<file path="src/rtl/div8_shift_pkg.sv">
// Shared arithmetic-unit definitions: state encoding, default operand width
// and the packing of the 2*WIDTH result bus used by both mult8 and the divider.
package div8_shift_pkg;

    // Default operand width of the arithmetic unit.
    localparam int DEF_WIDTH = 8;

    // Three-state sequencer encoding, common with mult8.
    typedef enum logic [1:0] {
        IDLE = 2'd0,
        RUN  = 2'd1,
        DONE = 2'd2
    } state_e;

    // Result bus field positions for the default width: {remainder, quotient}.
    localparam int REM_MSB = 2 * DEF_WIDTH - 1;
    localparam int REM_LSB = DEF_WIDTH;
    localparam int QUO_MSB = DEF_WIDTH - 1;
    localparam int QUO_LSB = 0;

endpackage

</file>
<file path="src/rtl/div8_shift_if.sv">
// Request/result bundle of the divider. The requester drives start and the
// operands; the divider returns the packed result and its status flags.
interface div8_shift_if
    import div8_shift_pkg::*;
#(
    parameter int WIDTH = DEF_WIDTH
);

    logic                   start;
    logic [WIDTH-1:0]       ina;
    logic [WIDTH-1:0]       inb;
    logic [2*WIDTH-1:0]     out;
    logic                   busy;
    logic                   done;
    logic                   dbz;

    modport master (
        output start, ina, inb,
        input  out, busy, done, dbz
    );

    modport slave (
        input  start, ina, inb,
        output out, busy, done, dbz
    );

endinterface

</file>
<file path="src/rtl/div8_shift_div_step.sv">
// One restoring-division iteration: shift the next dividend bit into the
// partial remainder, trial-subtract the divisor and emit the quotient bit.
module div8_shift_div_step
    import div8_shift_pkg::*;
#(
    parameter int WIDTH = DEF_WIDTH
) (
    input  logic [WIDTH-1:0] r_i,
    input  logic             q_msb_i,
    input  logic [WIDTH-1:0] d_i,
    output logic [WIDTH-1:0] r_o,
    output logic             q_bit_o
);

    logic [WIDTH:0] r_shift;

    // Shift, compare and conditionally subtract. The incoming remainder is
    // always below the divisor, so it fits WIDTH bits; only the shifted value
    // needs the extra bit, and the difference again fits WIDTH bits, so the
    // modular WIDTH-bit subtraction is exact.
    always_comb begin
        r_shift = {r_i, q_msb_i};
        q_bit_o = (r_shift >= {1'b0, d_i});
        if (q_bit_o) begin
            r_o = r_shift[WIDTH-1:0] - d_i;
        end else begin
            r_o = r_shift[WIDTH-1:0];
        end
    end

endmodule

</file>
<file path="src/rtl/div8_shift.sv">
// Sequential restoring unsigned divider. Produces one quotient bit per clock
// over WIDTH cycles and returns {remainder, quotient} on the shared result bus.
// A zero divisor short-circuits to DONE with dbz set and {dividend, all ones}.
module div8_shift
    import div8_shift_pkg::*;
#(
    parameter int WIDTH = DEF_WIDTH
) (
    input  logic          clk,
    input  logic          sig,
    div8_shift_if.slave   bus
);

    localparam int CNT_W = $clog2(WIDTH + 1);

    state_e             state_q, state_d;
    logic [CNT_W-1:0]   cnt_q, cnt_d;
    logic [WIDTH-1:0]   r_q, r_d;
    logic [WIDTH-1:0]   q_q, q_d;
    logic [WIDTH-1:0]   d_q, d_d;
    logic [2*WIDTH-1:0] out_q, out_d;
    logic               dbz_q, dbz_d;

    logic [WIDTH-1:0]   step_r;
    logic               step_q;

    div8_shift_div_step #(
        .WIDTH   (WIDTH)
    ) u_step (
        .r_i     (r_q),
        .q_msb_i (q_q[WIDTH-1]),
        .d_i     (d_q),
        .r_o     (step_r),
        .q_bit_o (step_q)
    );

    // Next-state and datapath update; every register holds unless its state acts.
    always_comb begin
        state_d = state_q;
        cnt_d   = cnt_q;
        r_d     = r_q;
        q_d     = q_q;
        d_d     = d_q;
        out_d   = out_q;
        dbz_d   = dbz_q;

        case (state_q)
            IDLE: begin
                if (bus.start) begin
                    if (bus.inb != '0) begin
                        d_d     = bus.inb;
                        q_d     = bus.ina;
                        r_d     = '0;
                        cnt_d   = CNT_W'(WIDTH);
                        dbz_d   = 1'b0;
                        state_d = RUN;
                    end else begin
                        out_d   = {bus.ina, {WIDTH{1'b1}}};
                        dbz_d   = 1'b1;
                        state_d = DONE;
                    end
                end
            end
            RUN: begin
                r_d   = step_r;
                q_d   = {q_q[WIDTH-2:0], step_q};
                cnt_d = cnt_q - CNT_W'(1);
                // Last iteration: publish the freshly computed pair directly.
                if (cnt_q == CNT_W'(1)) begin
                    out_d   = {step_r, q_d};
                    state_d = DONE;
                end
            end
            DONE: begin
                state_d = IDLE;
            end
            default: begin
                state_d = IDLE;
            end
        endcase
    end

    // State and datapath registers; sig clears everything and wins over start.
    always_ff @(posedge clk) begin
        if (sig) begin
            state_q <= IDLE;
            cnt_q   <= '0;
            r_q     <= '0;
            q_q     <= '0;
            d_q     <= '0;
            out_q   <= '0;
            dbz_q   <= 1'b0;
        end else begin
            state_q <= state_d;
            cnt_q   <= cnt_d;
            r_q     <= r_d;
            q_q     <= q_d;
            d_q     <= d_d;
            out_q   <= out_d;
            dbz_q   <= dbz_d;
        end
    end

    assign bus.out  = out_q;
    assign bus.dbz  = dbz_q;
    assign bus.busy = (state_q != IDLE);
    assign bus.done = (state_q == DONE);

endmodule

</file>
<file path="src/flat_wrapper.sv">
// flat-port wrapper written by rule: the top's interface ports become plain ports
module div8_shift_flat import div8_shift_pkg::*;
#(
    parameter int WIDTH = DEF_WIDTH
)
  (clk, sig, bus_start, bus_ina, bus_inb, bus_out, bus_busy, bus_done, bus_dbz);
  div8_shift_if #(.WIDTH(WIDTH)) bus_i ();
  input  logic clk;
  input  logic sig;
  input wire logic [$bits(bus_i.start)-1:0] bus_start;
  input wire logic [$bits(bus_i.ina)-1:0] bus_ina;
  input wire logic [$bits(bus_i.inb)-1:0] bus_inb;
  output wire logic [$bits(bus_i.out)-1:0] bus_out;
  output wire logic [$bits(bus_i.busy)-1:0] bus_busy;
  output wire logic [$bits(bus_i.done)-1:0] bus_done;
  output wire logic [$bits(bus_i.dbz)-1:0] bus_dbz;
  assign bus_i.start = bus_start;
  assign bus_i.ina = bus_ina;
  assign bus_i.inb = bus_inb;
  assign bus_out = bus_i.out;
  assign bus_busy = bus_i.busy;
  assign bus_done = bus_i.done;
  assign bus_dbz = bus_i.dbz;
  div8_shift #(.WIDTH(WIDTH)) u_core (.clk(clk), .sig(sig), .bus(bus_i));
endmodule
</file>
<file path="config.mk">
export PLATFORM = sky130hd
export DESIGN_NAME = div8_shift_flat
export DESIGN_NICKNAME = d
export VERILOG_FILES = /design/src/rtl/div8_shift_pkg.sv /design/src/rtl/div8_shift_if.sv /design/src/rtl/div8_shift_div_step.sv /design/src/rtl/div8_shift.sv /design/src/flat_wrapper.sv
export SDC_FILE = /design/constraint.sdc
export NUM_CORES = 1
export LEC_CHECK = 0
export CELL_PAD_IN_SITES_DETAIL_PLACEMENT = 0
export CELL_PAD_IN_SITES_GLOBAL_PLACEMENT = 2
export CORE_MARGIN = 1.5
export CORE_UTILIZATION = 34
export DETAILED_ROUTE_END_ITERATION = 16
export MAX_ROUTING_LAYER = met4
export PLACE_DENSITY_LB_ADDON = 0.25
export SYNTH_ARGS = -nofsm -noshare
export SYNTH_HDL_FRONTEND = slang
export SYNTH_SLANG_ARGS = --single-unit
</file>
<file path="constraint.sdc">
create_clock -name clk -period 4.6 [get_ports clk]
set_input_delay 1.38 -clock clk [delete_from_list [all_inputs] [get_ports clk]]
set_output_delay 1.38 -clock clk [all_outputs]
set_load 0.05 [all_outputs]
</file>
==> summary.txt <==
Status = finished clean
Ratio of final minimum period to clock period = 75.49%
Sw Ratio = 38.54%
Initial antenna violation count = 0
Die area = 7590 µm²
Die width = 87.12 µm
CP max FO = 11
Synth unique cells = 51
Endpoints failing setup = 0
Synth warn = 0
Wire length per cell = 14.04 µm
Worst-path cell chain = nor2_1 > inv_1 > clkdlybuf4s50_1
Fraction of registers with async set/reset = 0%
CTS max path bufs = 2
Post-cts sizing count = 0
Layout cells sized above 1 = 7.077%
Setup repair bufs after CTS = 0
Yosys reg bits = 47
Clk_lat worst skew = 0.31 ns
Placed inst area = 2854 µm²
GRT Overall Usage = 16.86%
Io pins = 38
Via count = 2104
IO buf count = 37
Nets = 354
Via-to-Cell Ratio = 4.998
Place WS = 1.076 ns
Yosys top cell area share = 39.11%
Synth-to-Final Area Change = 23.45%
Final Cell Area = 2970 µm²
Final Skew = 0.01284 ns
CP Data Required Time = 3.22 ns
Initial Utilization = 35.22%
Largest net degree at the start of global routing = 49
Diode count = 0
FMAX = 288.0 MHz
Slowest CP cell = clkdlybuf4s50_1
Antenna-violating nets left = 0
Worst Tran Pin Value = 0.8683 ns
First-pass GRT wire length = 9.694 mm
Power Internal = 0.8661 mW
Hold Path Class = register to register
Total grt overflow = 0
Rows = 30
Max-cap viol count = 0
Core area = 6832 µm²
Multi-input logic area = 1340 µm²
Power per cell area = 474.4 nW/µm²
DP HPWL = 4.224 mm
GP Congestion = 0.8026
Root Driver = clkbuf_8
Max VDD drop = 216.8 µV
Num CTS Buffers = 5
DRC = 0
CP max stage delay = 0.73 ns
Final hold vios = 0
Tmin final = 3.473 ns
Setup WS post-layout = 1.127 ns
Logic gate share of total power = 43.0%
Total number of H-tree levels = 2
FILL cells = 744
Number of global-route vias before repair = 1951
Sequential share of the synthesized area = 39.11%
Clock power share = 22.5%
Crit Path Class = register to output pin
DR iter-0 viols = 107
Number of synthesized flops with an enable pin = 0
Slew margin rel. = 42.11%
Cell count after synthesis = 294
CTS tree = built
DRT Pass-1 Iters = 4
Startpoint Class = register
Critical Path Sink Type = output pin
Hold_buf cts = 0
Max-slew violations = 0
Top cells by area, synth = dfxtp_1 39%, nor2_1 5.9%, nand2_1 5.6%
RSZ-0062 raised after global routing = false
Die Y-Extent = 87.12 µm
Wirelength, routed = 5.912 mm
Clock transition at path regs = 0.09 ns
Yosys top cell by area = dfxtp_1
Main flop type after synthesis = dfxtp_1
CTS sink count = 47
Avg Inst Size Synth = 8.184 µm²
Pleak = 1.087 nW
Net Sw Power = 0.5431 mW
Reg power frac = 34.5%
Post-synthesis net count = 324
Synthesized area = 2406 µm²
Setup TNS = 0 ns
Crit path DAT = 2.09 ns
Area taken by flip-flops and latches = 940.9 µm²
==> power groups by stage <==
stage | clock network, mW | logic [mW] | registers [mW]
final | 0.317 | 0.607 | 0.485
after global routing | 0.339 | 0.677 | 0.491
after CTS | 0.324 | 0.611 | 0.486
after detailed placement | 0 | 0.605 | 0.496
after global placement | 0 | 0.607 | 0.496
after floorplan | 0 | 0.444 | 0.504
==> kinds of logic (layout without fill, tap and decap cells) <==
kind of cell	count (synthesis)	count (layout)	synth area share, %
buffers and inverters	32	63	5.200
XOR/XNOR	5	5	1.820
flip-flops	47	47	39.11
adder cells (fa/ha/maj)	11	11	6.032
AO/OA/AOI/OAI	84	84	25.48
multiplexers	2	2	1.040
AND/OR/NAND/NOR	113	113	21.32
==> synthesized netlist by cell type, types with 4 or more instances <==
library cell,instances
dfxtp_1,47
nor2_1,38
nand2_1,36
a21oi_1,21
a311oi_1,14
inv_1,14
clkbuf_1,13
nand3_1,12
a211oi_1,10
ha_1,10
nor2b_1,6
o21ai_0,6
nor3_1,5
o211ai_1,5
o21a_1,5
buf_2,4
==> worst max-delay path, delay by kind of cell (launching register included) <==
kind	cells	cell delay [ns]
simple gates	1	0.54
buf+inv	2	0.85
flops	1	0.41
==> metrics by stage <==
| stage | power (mW) | hold slack, ns | instances | util, % |
|---|---|---|---|---|
| 6_report | 1.409 | 0.4597 | 421 | 43.48 |
| 4_1_cts | 1.421 | 0.4658 | 421 | 43.48 |
| 3_5_place_dp | 1.101 | 0.4531 | 413 | 41.78 |
| 2_1_floorplan | 0.9488 | 0.4263 | 294 | - |
| 5_1_grt | 1.507 | 0.4846 | 421 | 43.48 |
| 3_3_place_gp | 1.102 | 0.4452 | 413 | 41.78 |
==> worst paths after layout <==
check             slack (ns)  cells after the start         startpoint                  to
setup / recovery        1.13                      3  u_core.state_q[1]            bus_busy
hold / removal          0.46                      2      u_core.d_q[6]       u_core.d_q[6]
setup reg to reg        2.24                      9      u_core.q_q[7]  u_core.bus.out[14]
hold reg to reg         0.46                      2      u_core.d_q[6]       u_core.d_q[6]
==> area by class of cell <==
cell class | instances | share of cell area, %
sequential | 47 | 31.68
tap | 96 | 4.044
clock buffer | 5 | 2.317
inverter | 14 | 1.769
clock inverter | 3 | 1.601
multi-input combinational | 215 | 45.11
timing repair buffer | 41 | 13.48
==> registers in the layout (all words and copies together), names as in the netlist <==
name,cells
u_core.r_q,8
u_core.cnt_q,4
u_core.d_q,8
u_core.state_q,2
u_core.bus.dbz,1
u_core.q_q,8
u_core.bus.out,16
==> layout by cell type, fill, tap and decap left out, drive strengths merged, types with 2 or more instances in the layout <==
master,instances
clkbuf,5
ha,10
clkdlybuf4s50,37
nand3,12
nor2b,6
o21a,5
a311oi,14
o211ai,5
a31oi,2
nand2b,3
nor4,3
o31ai,2
nand2,37
nor2,39
dfxtp,47
buf,4
a21oi,22
a41oi,2
nor3,5
inv,15
a211oi,10
o21ai,9
and3,3
xor2,3
a21o,3
xnor2,2
==> routing by layer <==
| layer | share of wire (%) | GRT usage, % | vias up | wire (µm) |
|---|---|---|---|---|
| met4 | 0.81 | 3.896 | 0 | 48 |
| met1 | 51 | 22.83 | 956 | 3004 |
| met5 | 0 | - | - | 0 |
| li1 | - | - | 1107 | - |
| met2 | 45 | 26.43 | 36 | 2669 |
| met3 | 3.2 | 2.844 | 5 | 190 |
Power figures use the tool's default switching activity.
